[src/rtl/shared_resource_pkg.sv]
// Types and defaults shared by the shared-resource arbiter and its round-robin core.
package shared_resource_pkg;

  localparam int DEFAULT_DATA_W = 32;
  localparam int DEFAULT_LAT    = 3;

  typedef enum logic {
    OWN_1 = 1'b0,
    OWN_2 = 1'b1
  } owner_e;

  // live: response still wanted by its owner (cleared by flush)
  // pending: a response is due from the resource (never cleared by flush)
  typedef struct packed {
    logic   live;
    logic   pending;
    owner_e owner;
  } tag_t;

  // Drop the live bit of a tag whose owner is flushing this cycle.
  function automatic tag_t flush_tag(input tag_t t, input logic flush_1, input logic flush_2);
    tag_t r;
    r = t;
    if ((t.owner == OWN_1 && flush_1) || (t.owner == OWN_2 && flush_2)) begin
      r.live = 1'b0;
    end
    return r;
  endfunction

endpackage

[src/rtl/rr_arbiter2.sv]
// Two-requester round-robin arbiter. When both request, the one that did not
// win last time is granted. Grants are only issued while en is high.
// Handshake: a requester is served in the cycle where req[i] & grant[i]; a
// requester with req[i] & ~grant[i] must hold its request.
module rr_arbiter2
  import shared_resource_pkg::*;
(
  input  logic       clk,
  input  logic       reset,
  input  logic       en,
  input  logic [1:0] req,
  output logic [1:0] grant,
  output owner_e     last_grant
);

  owner_e last_grant_d;

  // Grant selection and next round-robin pointer.
  always_comb begin
    grant        = 2'b00;
    last_grant_d = last_grant;
    if (en) begin
      if (req == 2'b11) begin
        grant = (last_grant == OWN_1) ? 2'b10 : 2'b01;
      end else begin
        grant = req;
      end
    end
    if (grant[0]) begin
      last_grant_d = OWN_1;
    end else if (grant[1]) begin
      last_grant_d = OWN_2;
    end
  end

  // Round-robin pointer; reset to requester 2 so requester 1 wins the first tie.
  always_ff @(posedge clk) begin
    if (reset) begin
      last_grant <= OWN_2;
    end else begin
      last_grant <= last_grant_d;
    end
  end

endmodule

[src/rtl/shared_resource_arbiter.sv]
// Shares one fixed-latency resource between two pipelines. Issues at most one
// request per cycle, tracks in-flight ops in a LAT-deep tag pipeline and steers
// each response back to its owner, discarding responses of flushed owners.
// Handshake: a request is accepted in any cycle where req_valid_i & ~req_flush_i
// & ~stall_i; the issue reaches the resource as res_valid (only while res_ready).
module shared_resource_arbiter
  import shared_resource_pkg::*;
#(
  parameter int DATA_W = DEFAULT_DATA_W,
  parameter int LAT    = DEFAULT_LAT,
  parameter int CNT_W  = 16
) (
  input  logic              clk,
  input  logic              reset,
  input  logic              req_valid_1,
  input  logic              req_valid_2,
  input  logic [DATA_W-1:0] req_data_1,
  input  logic [DATA_W-1:0] req_data_2,
  input  logic              req_flush_1,
  input  logic              req_flush_2,
  output logic              stall_1,
  output logic              stall_2,
  output logic              res_valid,
  output logic [DATA_W-1:0] res_data,
  input  logic              res_ready,
  input  logic              rsp_valid,
  input  logic [DATA_W-1:0] rsp_data,
  output logic              out_valid_1,
  output logic              out_valid_2,
  output logic [DATA_W-1:0] out_data_1,
  output logic [DATA_W-1:0] out_data_2,
  output logic [CNT_W-1:0]  grant_cnt_1,
  output logic [CNT_W-1:0]  grant_cnt_2,
  output logic              err_unexpected
);

  logic [1:0] elig;
  logic [1:0] grant;
  owner_e     last_grant;
  owner_e     winner;
  tag_t       tag_in;
  tag_t       tag_q [LAT];
  tag_t       aligned;
  tag_t       aligned_f;
  logic       hit;

  assign elig = {req_valid_2 & ~req_flush_2, req_valid_1 & ~req_flush_1};

  rr_arbiter2 u_arb (
    .clk        (clk),
    .reset      (reset),
    .en         (res_ready),
    .req        (elig),
    .grant      (grant),
    .last_grant (last_grant)
  );

  // Issue path: winner's payload to the resource, stalls to the losers.
  always_comb begin
    winner    = grant[1] ? OWN_2 : OWN_1;
    stall_1   = elig[0] & ~grant[0];
    stall_2   = elig[1] & ~grant[1];
    res_valid = |grant;
    res_data  = '0;
    if (grant[0]) begin
      res_data = req_data_1;
    end else if (grant[1]) begin
      res_data = req_data_2;
    end
    tag_in.live    = |grant;
    tag_in.pending = |grant;
    tag_in.owner   = winner;
  end

  // The last stage lines up with rsp_valid; a flush this cycle still kills it.
  always_comb begin
    aligned   = tag_q[LAT-1];
    aligned_f = flush_tag(aligned, req_flush_1, req_flush_2);
    hit       = rsp_valid & aligned.pending & aligned_f.live;
  end

  // Tag shift register; flush clears live on entries of the flushing owner.
  always_ff @(posedge clk) begin
    if (reset) begin
      for (int k = 0; k < LAT; k++) begin
        tag_q[k] <= '0;
      end
    end else begin
      tag_q[0] <= flush_tag(tag_in, req_flush_1, req_flush_2);
      for (int k = 1; k < LAT; k++) begin
        tag_q[k] <= flush_tag(tag_q[k-1], req_flush_1, req_flush_2);
      end
    end
  end

  // Registered response steering, sticky error flag and saturating grant counters.
  always_ff @(posedge clk) begin
    if (reset) begin
      out_valid_1    <= 1'b0;
      out_valid_2    <= 1'b0;
      out_data_1     <= '0;
      out_data_2     <= '0;
      err_unexpected <= 1'b0;
      grant_cnt_1    <= '0;
      grant_cnt_2    <= '0;
    end else begin
      out_valid_1 <= hit & (aligned.owner == OWN_1);
      out_valid_2 <= hit & (aligned.owner == OWN_2);
      if (hit && aligned.owner == OWN_1) begin
        out_data_1 <= rsp_data;
      end
      if (hit && aligned.owner == OWN_2) begin
        out_data_2 <= rsp_data;
      end
      if (rsp_valid != aligned.pending) begin
        err_unexpected <= 1'b1;
      end
      if (grant[0] && grant_cnt_1 != '1) begin
        grant_cnt_1 <= grant_cnt_1 + 1'b1;
      end
      if (grant[1] && grant_cnt_2 != '1) begin
        grant_cnt_2 <= grant_cnt_2 + 1'b1;
      end
    end
  end

  // A tie must always go to the requester that did not win last time.
  always_ff @(posedge clk) begin
    if (!reset && res_ready && elig == 2'b11) begin
      assert (winner != last_grant);
    end
  end

endmodule

[config.mk]
export PLATFORM = sky130hd
export DESIGN_NAME = shared_resource_arbiter
export DESIGN_NICKNAME = d
export VERILOG_FILES = /design/src/rtl/shared_resource_pkg.sv /design/src/rtl/rr_arbiter2.sv /design/src/rtl/shared_resource_arbiter.sv
export SDC_FILE = /design/constraint.sdc
export NUM_CORES = 1
export LEC_CHECK = 0
export BUFFER_PORTS_ARGS = -buffer_cell sky130_fd_sc_hd__clkbuf_2
export CORE_UTILIZATION = 49
export DETAILED_ROUTE_END_ITERATION = 7
export PLACE_DENSITY = 0.85
export SYNTH_ARGS = -nofsm -noshare
export SYNTH_HDL_FRONTEND = slang
export SYNTH_HIERARCHICAL = 1
export SYNTH_SLANG_ARGS = --single-unit
[constraint.sdc]
create_clock -name clk -period 4.4 [get_ports clk]
set_input_delay 0.44 -clock clk [delete_from_list [all_inputs] [get_ports clk]]
set_output_delay 0.44 -clock clk [all_outputs]
set_load 0.005 [all_outputs]
* Word-level counts from Yosys, hierarchy flattened
Memories as Yosys holds them, arrays and structs flattened. Index checks and enable logic that the tools add are counted. Widths: inputs -> output; s select.
Operators by class: add/sub/neg operators 2, eq/ne operators 4, mux-type cells 21, bitwise gates (word level) 19, reduce and logical (&&, ||, !) cells 18
Operators with widths (count):
- $mux 32 | 2
- $add 16x1->16 const B | 2
- $ne 16x16->1 const B | 2
- $mux 1 | 13
- $logic_and 1x1->1 | 12
- $mux 3 | 3
- $and 1x1->1 | 8
- $not 1->1 | 8
- $mux 2 | 3
- $logic_or 1x1->1 | 4
- $or 1x1->1 | 3
- $eq 2x2->1 const B | 1
- $reduce_bool 2->1 | 1
- $reduce_or 2->1 | 1
- $ne 1x1->1 | 1
Storage, ports and cells: register bits after elaboration 100, bits in writable memories 9, input port bits 104, output and inout bits 134, word-level logic and storage cells 73, memories 1
Memories:
- tag_q | words 3, width 3, rd ports 3, clocked after memory_dff 0, write ports 3, line shared_resource_arbiter.sv:42 | tag_t tag_q [LAT];

* Depth between registers and ports, before layout
Gate-level depths: netlist of run 1.
word-level depth 12, depth in mapped cells 8, mapped depth without buffers 7

* Cells and area by module
The synthesis of run 1 kept the hierarchy.
By module, submodules not included:
- shared_resource_arbiter | times used 1, cells each 552, area an instance 4569.4 µm², sequential area each 2162.1 µm²
- rr_arbiter2 | times used 1, cells each 8, area an instance 58.8 µm², sequential area each 20.0 µm²

* Worst setup path after synthesis of run 1
OpenSTA, ideal clock, no wires.
path type input to output, start point in req_valid_2, end point out res_data[0], arrival time 1.827 ns, path slack 2.133 ns, cell stages on the path 7, path through nor2b_1 nand2_1 a21oi_1 clkbuf_1 nor2b_1 clkbuf_1 a22o_1
On the way: cells in the longest elaborated chain, start to end 6
RTL lines:
- from (decl) | line shared_resource_arbiter.sv:16 | input logic req_valid_2,
- $and 1x1->1 * | line shared_resource_arbiter.sv:47 | assign elig = {req_valid_2 & ~req_flush_2, req_valid_1 & ~req_flush_1};
- $eq 2x2->1
- $mux 2 * | line rr_arbiter2.sv:23 | if (req == 2'b11) begin
- $mux 2 * | line rr_arbiter2.sv:22 | if (en) begin
- net grant[1] | line shared_resource_arbiter.sv:38 | logic [1:0] grant;
- $mux 32 * | line shared_resource_arbiter.sv:67 | end else if (grant[1]) begin
- $mux 32 * | line shared_resource_arbiter.sv:65 | if (grant[0]) begin
- to (decl) | line shared_resource_arbiter.sv:24 | output logic [DATA_W-1:0] res_data,
Mark *: on every way through the listed nets, which the timed path passes. The rest lies on a longest branch.

* Worst setup path in the final report of run 1
start point in req_flush_2, end point out res_data[5]
On the way: cells in the longest elaborated chain, start to end 7
RTL lines:
- from (decl) | line shared_resource_arbiter.sv:20 | input logic req_flush_2,
- $not 1->1 * | line shared_resource_arbiter.sv:47
- $and 1x1->1 * | line shared_resource_arbiter.sv:47
- net elig[1] | line shared_resource_arbiter.sv:37 | logic [1:0] elig;
- $eq 2x2->1
- $mux 2 * | line rr_arbiter2.sv:23
- $mux 2 * | line rr_arbiter2.sv:22
- net grant[1] | line shared_resource_arbiter.sv:38
- $mux 32 * | line shared_resource_arbiter.sv:67
- $mux 32 * | line shared_resource_arbiter.sv:65
Marked as above.

==> results.py, run 1 <==
metrics = {
    "detailed_routing": {
        "wire_per_inst_um": 14.72,
        "routed_wl_mm": 13.16,
        "met3WireLength_mm": 1.086,
        "dr_wl_met2_mm": 6.592,
        "topRoutingLayerUsed": "met4",
        "met1_length_mm": 5.140,
        "drcViolationCount": 0,
        "via_per_inst": 5.576,
        "antenna_left": 0,
        "vias": 4985,
        "drtIter0Drc": 207,
        "drt_pass1_iterations": 4,
    },
    "power": {
        "cellLeakagePower_nw": 2.644,
        "p_per_area_mw_per_mm2": 278.8,
        "total_power_mw": 1.691,
        "ir_drop_uv": 184.3,
    },
    "clocking": {
        "h-tree-depth": 3,
        "root_buffer": "clkbuf_8",
        "post_cts_resized": 0,
        "postCtsSetupBuffers": 0,
        "ctsHoldBuffers": 0,
        "path_clk_slew_ns": 0.11,
        "cts_max_path_buffers": 2,
        "tritoncts": "yes",
        "clock_latency_ns": 0.36,
        "numClockSinks": 109,
        "cts_inserted_buffers": 9,
    },
    "synth": {
        "ys_seq_area_frac": 0.4715,
        "synth_area_per_cell_sq_um": 8.265,
        "async_reset_ff_frac": 0,
        "synthFlopType": "dfxtp_1",
        "syn_nets": 667,
        "yosys_warnings": 6,
        "ys_ff_latch": 109,
        "synth_cell_types": 46,
        "synth_area_sq_mm": 0.004628,
        "synth_edf_count": 0,
        "synthesis.instances": 560,
    },
    "floorplanning": {
        "die_area_sq_mm": 0.009838,
        "fp.dieW_um": 99.19,
        "core_area_sq_mm": 0.009196,
        "rows": 35,
        "die_h_um": 99.19,
        "start_util": 0.5033,
        "io_pins": 238,
    },
    "timing": {
        "setup_violations": 0,
        "slew_viol_final": 0,
        "hold_viol": 0,
        "fmax_mhz": 325.2,
        "min_period_ns": 3.075,
        "rsz0062_at_grt": "false",
        "fin_tns_setup_ns": 0,
        "slew_headroom": 0.2152,
        "fin_skew_ns": 0.01527,
        "worstMarginPinSlew_ns": 1.177,
        "fin_crit_sh": 0.6990,
    },
    "hold_path": {
        "hold_path_class": "in2reg",
    },
    "finish": {
        "final_cell_mix": "236 x clkbuf_2, 141 x nand2_1, 109 x dfxtp_1",
        "fill_cells": 780,
        "multi_input_area_sq_mm": 0.002311,
        "seqCellArea_sq_mm": 0.002182,
        "drive_above_1_share": 0.3525,
        "num-nets-final": 885,
        "final_common_cell": "clkbuf_2",
        "diodes": 0,
        "syn_to_final_growth_pct": 31.09,
    },
    "setup_path": {
        "endpoint_kind": "output port",
        "cp_max_fo": 21,
        "criticalPathCategory": "in2out",
        "max_stage_delay_ns": 0.41,
        "cp_cell_sequence": "clkbuf_2, nor2b_1, nand2_1, a21oi_1, buf_4, nor2b_2, buf_4, a22o_1, clkbuf_2",
        "start_kind": "input port",
        "crit_arrival_ns": 2.64,
        "critPathSlowestCell": "nor2b_2",
        "cp.required_ns": 3.96,
    },
    "flow_run": {
        "drv_cap": 0,
    },
    "status": {
        "outcome": "finished clean",
    },
    "global_route": {
        "grt_util_all_layers": 0.2628,
        "antenna_found_initial": 0,
        "grt_max_degree": 119,
        "overflow": 0,
        "grt_pass1_vias": 4674,
        "grt_pass1_wl_mm": 20.80,
    },
    "placement": {
        "hpwl_mm": 9.653,
        "io_buffers": 237,
        "routabilityCongestion": 0.9050,
    },
}
[stage by stage]
stage	utilization	std cells	setup slack [ns]	hold slack (ns)	cell area [sq um]
global placement	0.6399	878	1.493	0.4203	5884
global route	0.6597	894	1.104	0.2650	6067
CTS	0.6597	894	1.339	0.2699	6067
floorplan	-	560	2.133	0.4138	4628
finish	0.6597	894	1.325	0.2947	6067
detailed placement	0.6399	878	1.349	0.4264	5884
[flip-flops by register name, summed over array words and instances (netlist names)]
signal / count
grant_cnt_2: 16
err_unexpected: 1
grant_cnt_1: 16
out_data_2: 32
tag_q: 9
u_arb/last_grant: 1
out_data_1: 32
out_valid_1: 1
out_valid_2: 1
[kinds of logic (layout without fill, tap and decap cells)]
family | Yosys count | after routing | synth area share
AOI/OAI and AO/OA | 141 | 141 | 0.1938
DFF | 109 | 109 | 0.4715
muxes | 10 | 10 | 0.02379
and+or+nand+nor | 247 | 247 | 0.2533
xor gates and xnor gates | 8 | 8 | 0.01514
buffers and inverters | 42 | 265 | 0.03434
adders and majority gates | 3 | 3 | 0.008111
[area by class of cell]
type / count / area share
Timing Repair Buffer: 242 / 0.2021
Clock inverter: 6 / 0.009074
Multi-Input combinational cell: 409 / 0.3809
Sequential cell: 109 / 0.3597
Clock buffer: 10 / 0.02104
Tap cell: 111 / 0.02289
Inverter: 7 / 0.004331
[metal layers]
metal / up-vias / global-route usage
met1: 2300 / 0.2913
li1: 2410 / -
met3: 26 / 0.06465
met4: 0 / 0.1165
met2: 249 / 0.4771
met5: - / 0
[critical path: cells and delay by family]
family                 cells  cell delay [ns]
and+or+nand+nor            3             0.82
buffers and inverters      4             0.79
AOI/OAI and AO/OA          2             0.57
[path summary, 6_finish.rpt]
check,slack (ns),to,startpoint,cells past startpoint
setup / recovery,1.32,res_data[5],req_flush_2,9
hold / removal,0.29,out_data_2[9]$_SDFFE_PP0P_,rsp_data[9],3
setup reg to reg,1.80,grant_cnt_1[15]$_SDFFE_PP0P_,u_arb/last_grant$_SDFFE_PP1P_,6
hold reg to reg,0.45,tag_q[0][7]$_SDFF_PP0_,tag_q[0][4]$_SDFF_PP0_,1
[Yosys cell counts, types with 5 or more instances]
master      n  area, sq um
clkbuf_1   32        120.1
o21ai_0     7        35.03
o41ai_1     6        52.55
dfxtp_1   109         2182
inv_1       7        26.28
nor2_1     24        90.09
a22o_1     31        271.5
nand4_1     9        56.30
nor4_1      7        43.79
and4_1      5        43.79
mux2_2      8        90.09
nor2b_1    18        112.6
or3_1       7        43.79
nand2_1   141        529.3
nand3_1    11        55.05
a21oi_1    79        395.4
[power by group]
part	internal [mW]	switching (mW)	leakage, nW
Sequential	0.990	0.00353	0.879
Combinational	0.0635	0.0668	1.68
Clock	0.216	0.351	0.0865
Total	1.27	0.421	2.64
Note: power is estimated with default switching activity, not from simulation.
==> inputs of run 2 (changes only) <==
Settings changed: CORE_UTILIZATION 49 to 45, PLACE_DENSITY 0.85 to 0.79.
Clock period 4.4 ns to 3.1 ns, I/O delays scaled along.
==> results.py, run 2 (synthesis results as in run 1) <==
metrics = {
    "global_route": {
        "grt_pass1_wl_mm": 19.87,
        "grt_pass1_vias": 4343,
        "overflow": 0,
        "grt_max_degree": 119,
        "grt_util_all_layers": 0.2392,
        "antenna_found_initial": 0,
    },
    "finish": {
        "fill_cells": 888,
        "drive_above_1_share": 0.3546,
        "fin_util": 0.6214,
        "reg_top3": "out_data_1 x32, out_data_2 x32",
        "final_cell_mix": "236 x clkbuf_2, 141 x nand2_1, 109 x dfxtp_1",
        "diodes": 0,
        "num-nets-final": 887,
        "final_common_cell": "clkbuf_2",
        "syn_to_final_growth_pct": 32.44,
    },
    "detailed_routing": {
        "drt_pass1_iterations": 4,
        "vias": 4925,
        "antenna_left": 0,
        "via_per_inst": 5.371,
        "drcViolationCount": 0,
        "routed_wl_mm": 13.77,
        "wire_per_inst_um": 15.01,
        "drtIter0Drc": 172,
    },
    "clocking": {
        "cts_max_path_buffers": 2,
        "clock_latency_ns": 0.37,
        "ctsHoldBuffers": 0,
        "cts_inserted_buffers": 9,
        "path_clk_slew_ns": 0.11,
        "h-tree-depth": 3,
        "post_cts_resized": 0,
        "root_buffer": "clkbuf_8",
        "postCtsSetupBuffers": 0,
        "tritoncts": "yes",
        "numClockSinks": 109,
    },
    "setup_path": {
        "r2r_slack_ns": 0.92,
        "start_kind": "flop",
        "cp.required_ns": 2.79,
        "r2r_cells": 4,
        "crit_arrival_ns": 2.08,
        "cp_max_fo": 37,
        "endpoint_kind": "output port",
        "criticalPathCategory": "reg2out",
    },
    "power": {
        "cellLeakagePower_nw": 2.673,
        "total_power_mw": 2.489,
        "p_per_area_mw_per_mm2": 406.1,
        "ir_drop_uv": 263.3,
    },
    "status": {
        "outcome": "finished clean",
    },
    "floorplanning": {
        "io_pins": 238,
        "die_area_sq_mm": 0.01069,
        "die_h_um": 103.4,
        "start_util": 0.4692,
        "core_area_sq_mm": 0.009864,
        "fp.dieW_um": 103.4,
        "rows": 36,
    },
    "timing": {
        "setup_violations": 0,
        "slew_viol_final": 0,
        "fin_crit_sh": 0.7712,
        "fin_skew_ns": 0.01064,
        "min_period_ns": 2.391,
        "fmax_mhz": 418.3,
        "fin_tns_setup_ns": 0,
        "slew_headroom": 0.1794,
        "worstMarginPinSlew_ns": 1.231,
        "rsz0062_at_grt": "false",
        "fin_ws_ns": 0.7093,
        "hold_viol": 0,
    },
    "placement": {
        "io_buffers": 237,
        "hpwl_mm": 10.14,
        "pre_cts_slack_ns": 0.7060,
        "routabilityCongestion": 0.8833,
    },
    "flow_run": {
        "drv_cap": 0,
    },
    "hold_path": {
        "hold_path_depth": 3,
        "hold_path_class": "in2reg",
    },
}
[run 2: changes by cell type in the layout (fill, tap and decap cells not counted)]
cell	change
inv_6	+2
clkinvlp_4	-2
bufinv_16	+1
clkbuf_1	-1
clkinv_4	-1
buf_4	+2
[run 2: worst max-delay path, cell delays in order (launching register included)]
cell      delay, ns
dfxtp_1        0.38
inv_1          0.08
a21oi_4        0.20
buf_4          0.39
nor2b_2        0.09
buf_4          0.21
a22o_1         0.23
clkbuf_2       0.12
[run 2: path summary, 6_finish.rpt]
path                                                    end                           from
worst max-delay path                           res_data[14]  u_arb/last_grant$_SDFFE_PP1P_
worst min-delay path             out_data_2[6]$_SDFFE_PP0P_                    rsp_data[6]
worst max register to register  grant_cnt_1[7]$_SDFFE_PP0P_    grant_cnt_1[2]$_SDFFE_PP0P_
worst min register to register       tag_q[0][4]$_SDFF_PP0_         tag_q[0][1]$_SDFF_PP0_
[run 2: routing by layer]
| layer | track usage | wire length, um | vias up |
|---|---|---|---|
| li1 | - | - | 2412 |
| met1 | 0.2558 | 5434 | 2285 |
| met2 | 0.4412 | 6863 | 204 |
| met3 | 0.07056 | 1136 | 24 |
| met4 | 0.09209 | 331 | 0 |
| met5 | 0 | 0 | - |
[run 2: cell type report]
type | instances | area (sq um) | area share
multi-input cells | 409 | 2311 | 0.3770
well taps | 133 | 166.4 | 0.02715
clock buffers | 9 | 123.9 | 0.02021
repair buffers | 244 | 1241 | 0.2025
inverters | 7 | 26.28 | 0.004287
clock inverters | 6 | 78.83 | 0.01286
flip-flops and latches | 109 | 2182 | 0.3560
[run 2: power breakdown]
part           internal [mW]  total (mW)  leakage (nW)  switching, mW
clock                  0.388       0.892         0.104          0.503
sequential              1.41        1.41         0.879        0.00521
combinational         0.0912       0.187          1.69         0.0959
total                   1.89        2.49          2.67          0.604
[run 2: per-stage QoR]
stage          cell area, sq um  hold WS (ns)  std cells
6_report                   6130        0.1650        917
5_1_grt                    6130        0.1417        917
4_1_cts                    6130        0.1477        917
3_5_place_dp               5927        0.4279        902
3_3_place_gp               5927        0.4231        902
2_1_floorplan              4628        0.4043        560
==> inputs of run 3 (changes only) <==
Clock period 3.1 ns to 2.45 ns, I/O delays scaled along.
==> results.py, run 3 (synthesis results as in run 1) <==
metrics = {
    "finish": {
        "num-nets-final": 890,
        "reg_top3": "out_data_1 x32, out_data_2 x32",
        "multi_input_area_sq_mm": 0.002311,
        "fill_cells": 914,
        "syn_to_final_growth_pct": 33.44,
        "drive_above_1_share": 0.3553,
        "final_common_cell": "clkbuf_2",
        "fin_util": 0.6261,
        "diodes": 0,
        "final_cell_mix": "236 x clkbuf_2, 141 x nand2_1, 109 x dfxtp_1",
        "seqCellArea_sq_mm": 0.002182,
    },
    "floorplanning": {
        "core_area_sq_mm": 0.009864,
        "rows": 36,
        "start_util": 0.4692,
        "die_area_sq_mm": 0.01069,
        "die_h_um": 103.4,
        "io_pins": 238,
        "fp.dieW_um": 103.4,
    },
    "setup_path": {
        "cp_max_fo": 31,
        "start_kind": "input port",
        "criticalPathCategory": "in2out",
        "cp.required_ns": 2.20,
        "endpoint_kind": "output port",
        "crit_arrival_ns": 1.95,
    },
    "detailed_routing": {
        "routed_wl_mm": 13.19,
        "via_per_inst": 5.341,
        "wire_per_inst_um": 14.32,
        "antenna_left": 0,
        "drt_pass1_iterations": 4,
        "drtIter0Drc": 165,
        "vias": 4919,
        "drcViolationCount": 0,
    },
    "clocking": {
        "cts_inserted_buffers": 9,
        "cts_max_path_buffers": 2,
        "numClockSinks": 109,
        "post_cts_resized": 0,
        "tritoncts": "yes",
        "root_buffer": "clkbuf_8",
        "postCtsSetupBuffers": 0,
        "clock_latency_ns": 0.36,
        "ctsHoldBuffers": 0,
        "h-tree-depth": 3,
        "path_clk_slew_ns": 0.10,
    },
    "global_route": {
        "antenna_found_initial": 0,
        "grt_pass1_wl_mm": 19.38,
        "overflow": 0,
        "grt_util_all_layers": 0.2327,
        "grt_max_degree": 79,
        "grt_pass1_vias": 4287,
    },
    "placement": {
        "routabilityCongestion": 0.8822,
        "hpwl_mm": 9.814,
        "io_buffers": 237,
    },
    "power": {
        "seqPwrFrac": 0.559,
        "power_frac_comb": 0.075,
        "p_per_area_mw_per_mm2": 517.2,
        "ir_drop_uv": 226.2,
        "netSwitchingFraction": 0.2245,
        "p_int_mw": 2.477,
        "cellLeakagePower_nw": 2.694,
        "p_switching_mw": 0.7171,
        "clock_power_share": 0.367,
    },
    "flow_run": {
        "drv_cap": 0,
    },
    "timing": {
        "slew_headroom": 0.4887,
        "rsz0062_at_grt": "false",
        "slew_viol_final": 0,
        "setup_violations": 0,
        "fmax_mhz": 455.7,
        "hold_viol": 0,
        "worstMarginPinSlew_ns": 0.7669,
        "fin_crit_sh": 0.8957,
        "min_period_ns": 2.194,
        "fin_skew_ns": 0.008890,
        "fin_tns_setup_ns": 0,
    },
    "status": {
        "outcome": "finished clean",
    },
    "hold_path": {
        "hold_path_class": "in2reg",
    },
}
-- run 3: final timing paths --
path,from,endpoint,slack [ns],cells past startpoint
worst min-delay path,rsp_data[19],out_data_1[19]$_SDFFE_PP0P_,0.10,3
worst max-delay path,req_flush_2,res_data[14],0.26,9
worst max register to register,u_arb/last_grant$_SDFFE_PP1P_,grant_cnt_1[15]$_SDFFE_PP0P_,0.47,6
worst min register to register,tag_q[0][1]$_SDFF_PP0_,tag_q[0][4]$_SDFF_PP0_,0.44,1
-- run 3: power groups by stage --
stage	combinational (mW)	clock, mW	sequential, mW
after floorplan	0.0895	0	1.82
after global placement	0.232	0	1.83
after detailed placement	0.239	0	1.83
after CTS	0.239	1.20	1.78
after global routing	0.260	1.28	1.79
final	0.238	1.17	1.78
-- run 3: worst max-delay path: stages --
cell and delay [ns]:
clkbuf_2 0.12, nor2b_1 0.32, nand2_1 0.09, a21oi_1 0.22, buf_4 0.23, nor2b_2 0.20
buf_12 0.19, a22o_1 0.20, clkbuf_2 0.13
-- run 3: layout make-up --
type	instances	share of cell area
repair buffers	247	0.2066
flip-flops and latches	109	0.3533
inverters	7	0.004254
clock buffers	11	0.02127
well taps	133	0.02694
clock inverters	5	0.01337
multi-input cells	409	0.3742
-- run 3: through the flow --
stage	cells	area, sq um	setup WS [ns]	hold slack [ns]	total power [mW]
after global placement	905	5962	0.2303	0.4148	2.057
after detailed placement	905	5962	0.1669	0.4223	2.064
after floorplan	560	4628	0.5733	0.3393	1.914
after CTS	921	6176	0.2794	0.08670	3.224
final	921	6176	0.2556	0.1015	3.194
after global routing	921	6176	0.1222	0.09499	3.323
-- run 3: per-layer routing --
layer,global-route usage,vias to the layer above,wire (um),part of all wire
met2,0.4315,198,6704,0.51
met3,0.05175,24,1042,0.079
met1,0.2479,2278,5089,0.39
met4,0.1148,0,349,0.026
li1,-,2419,-,-
met5,0,-,0,0
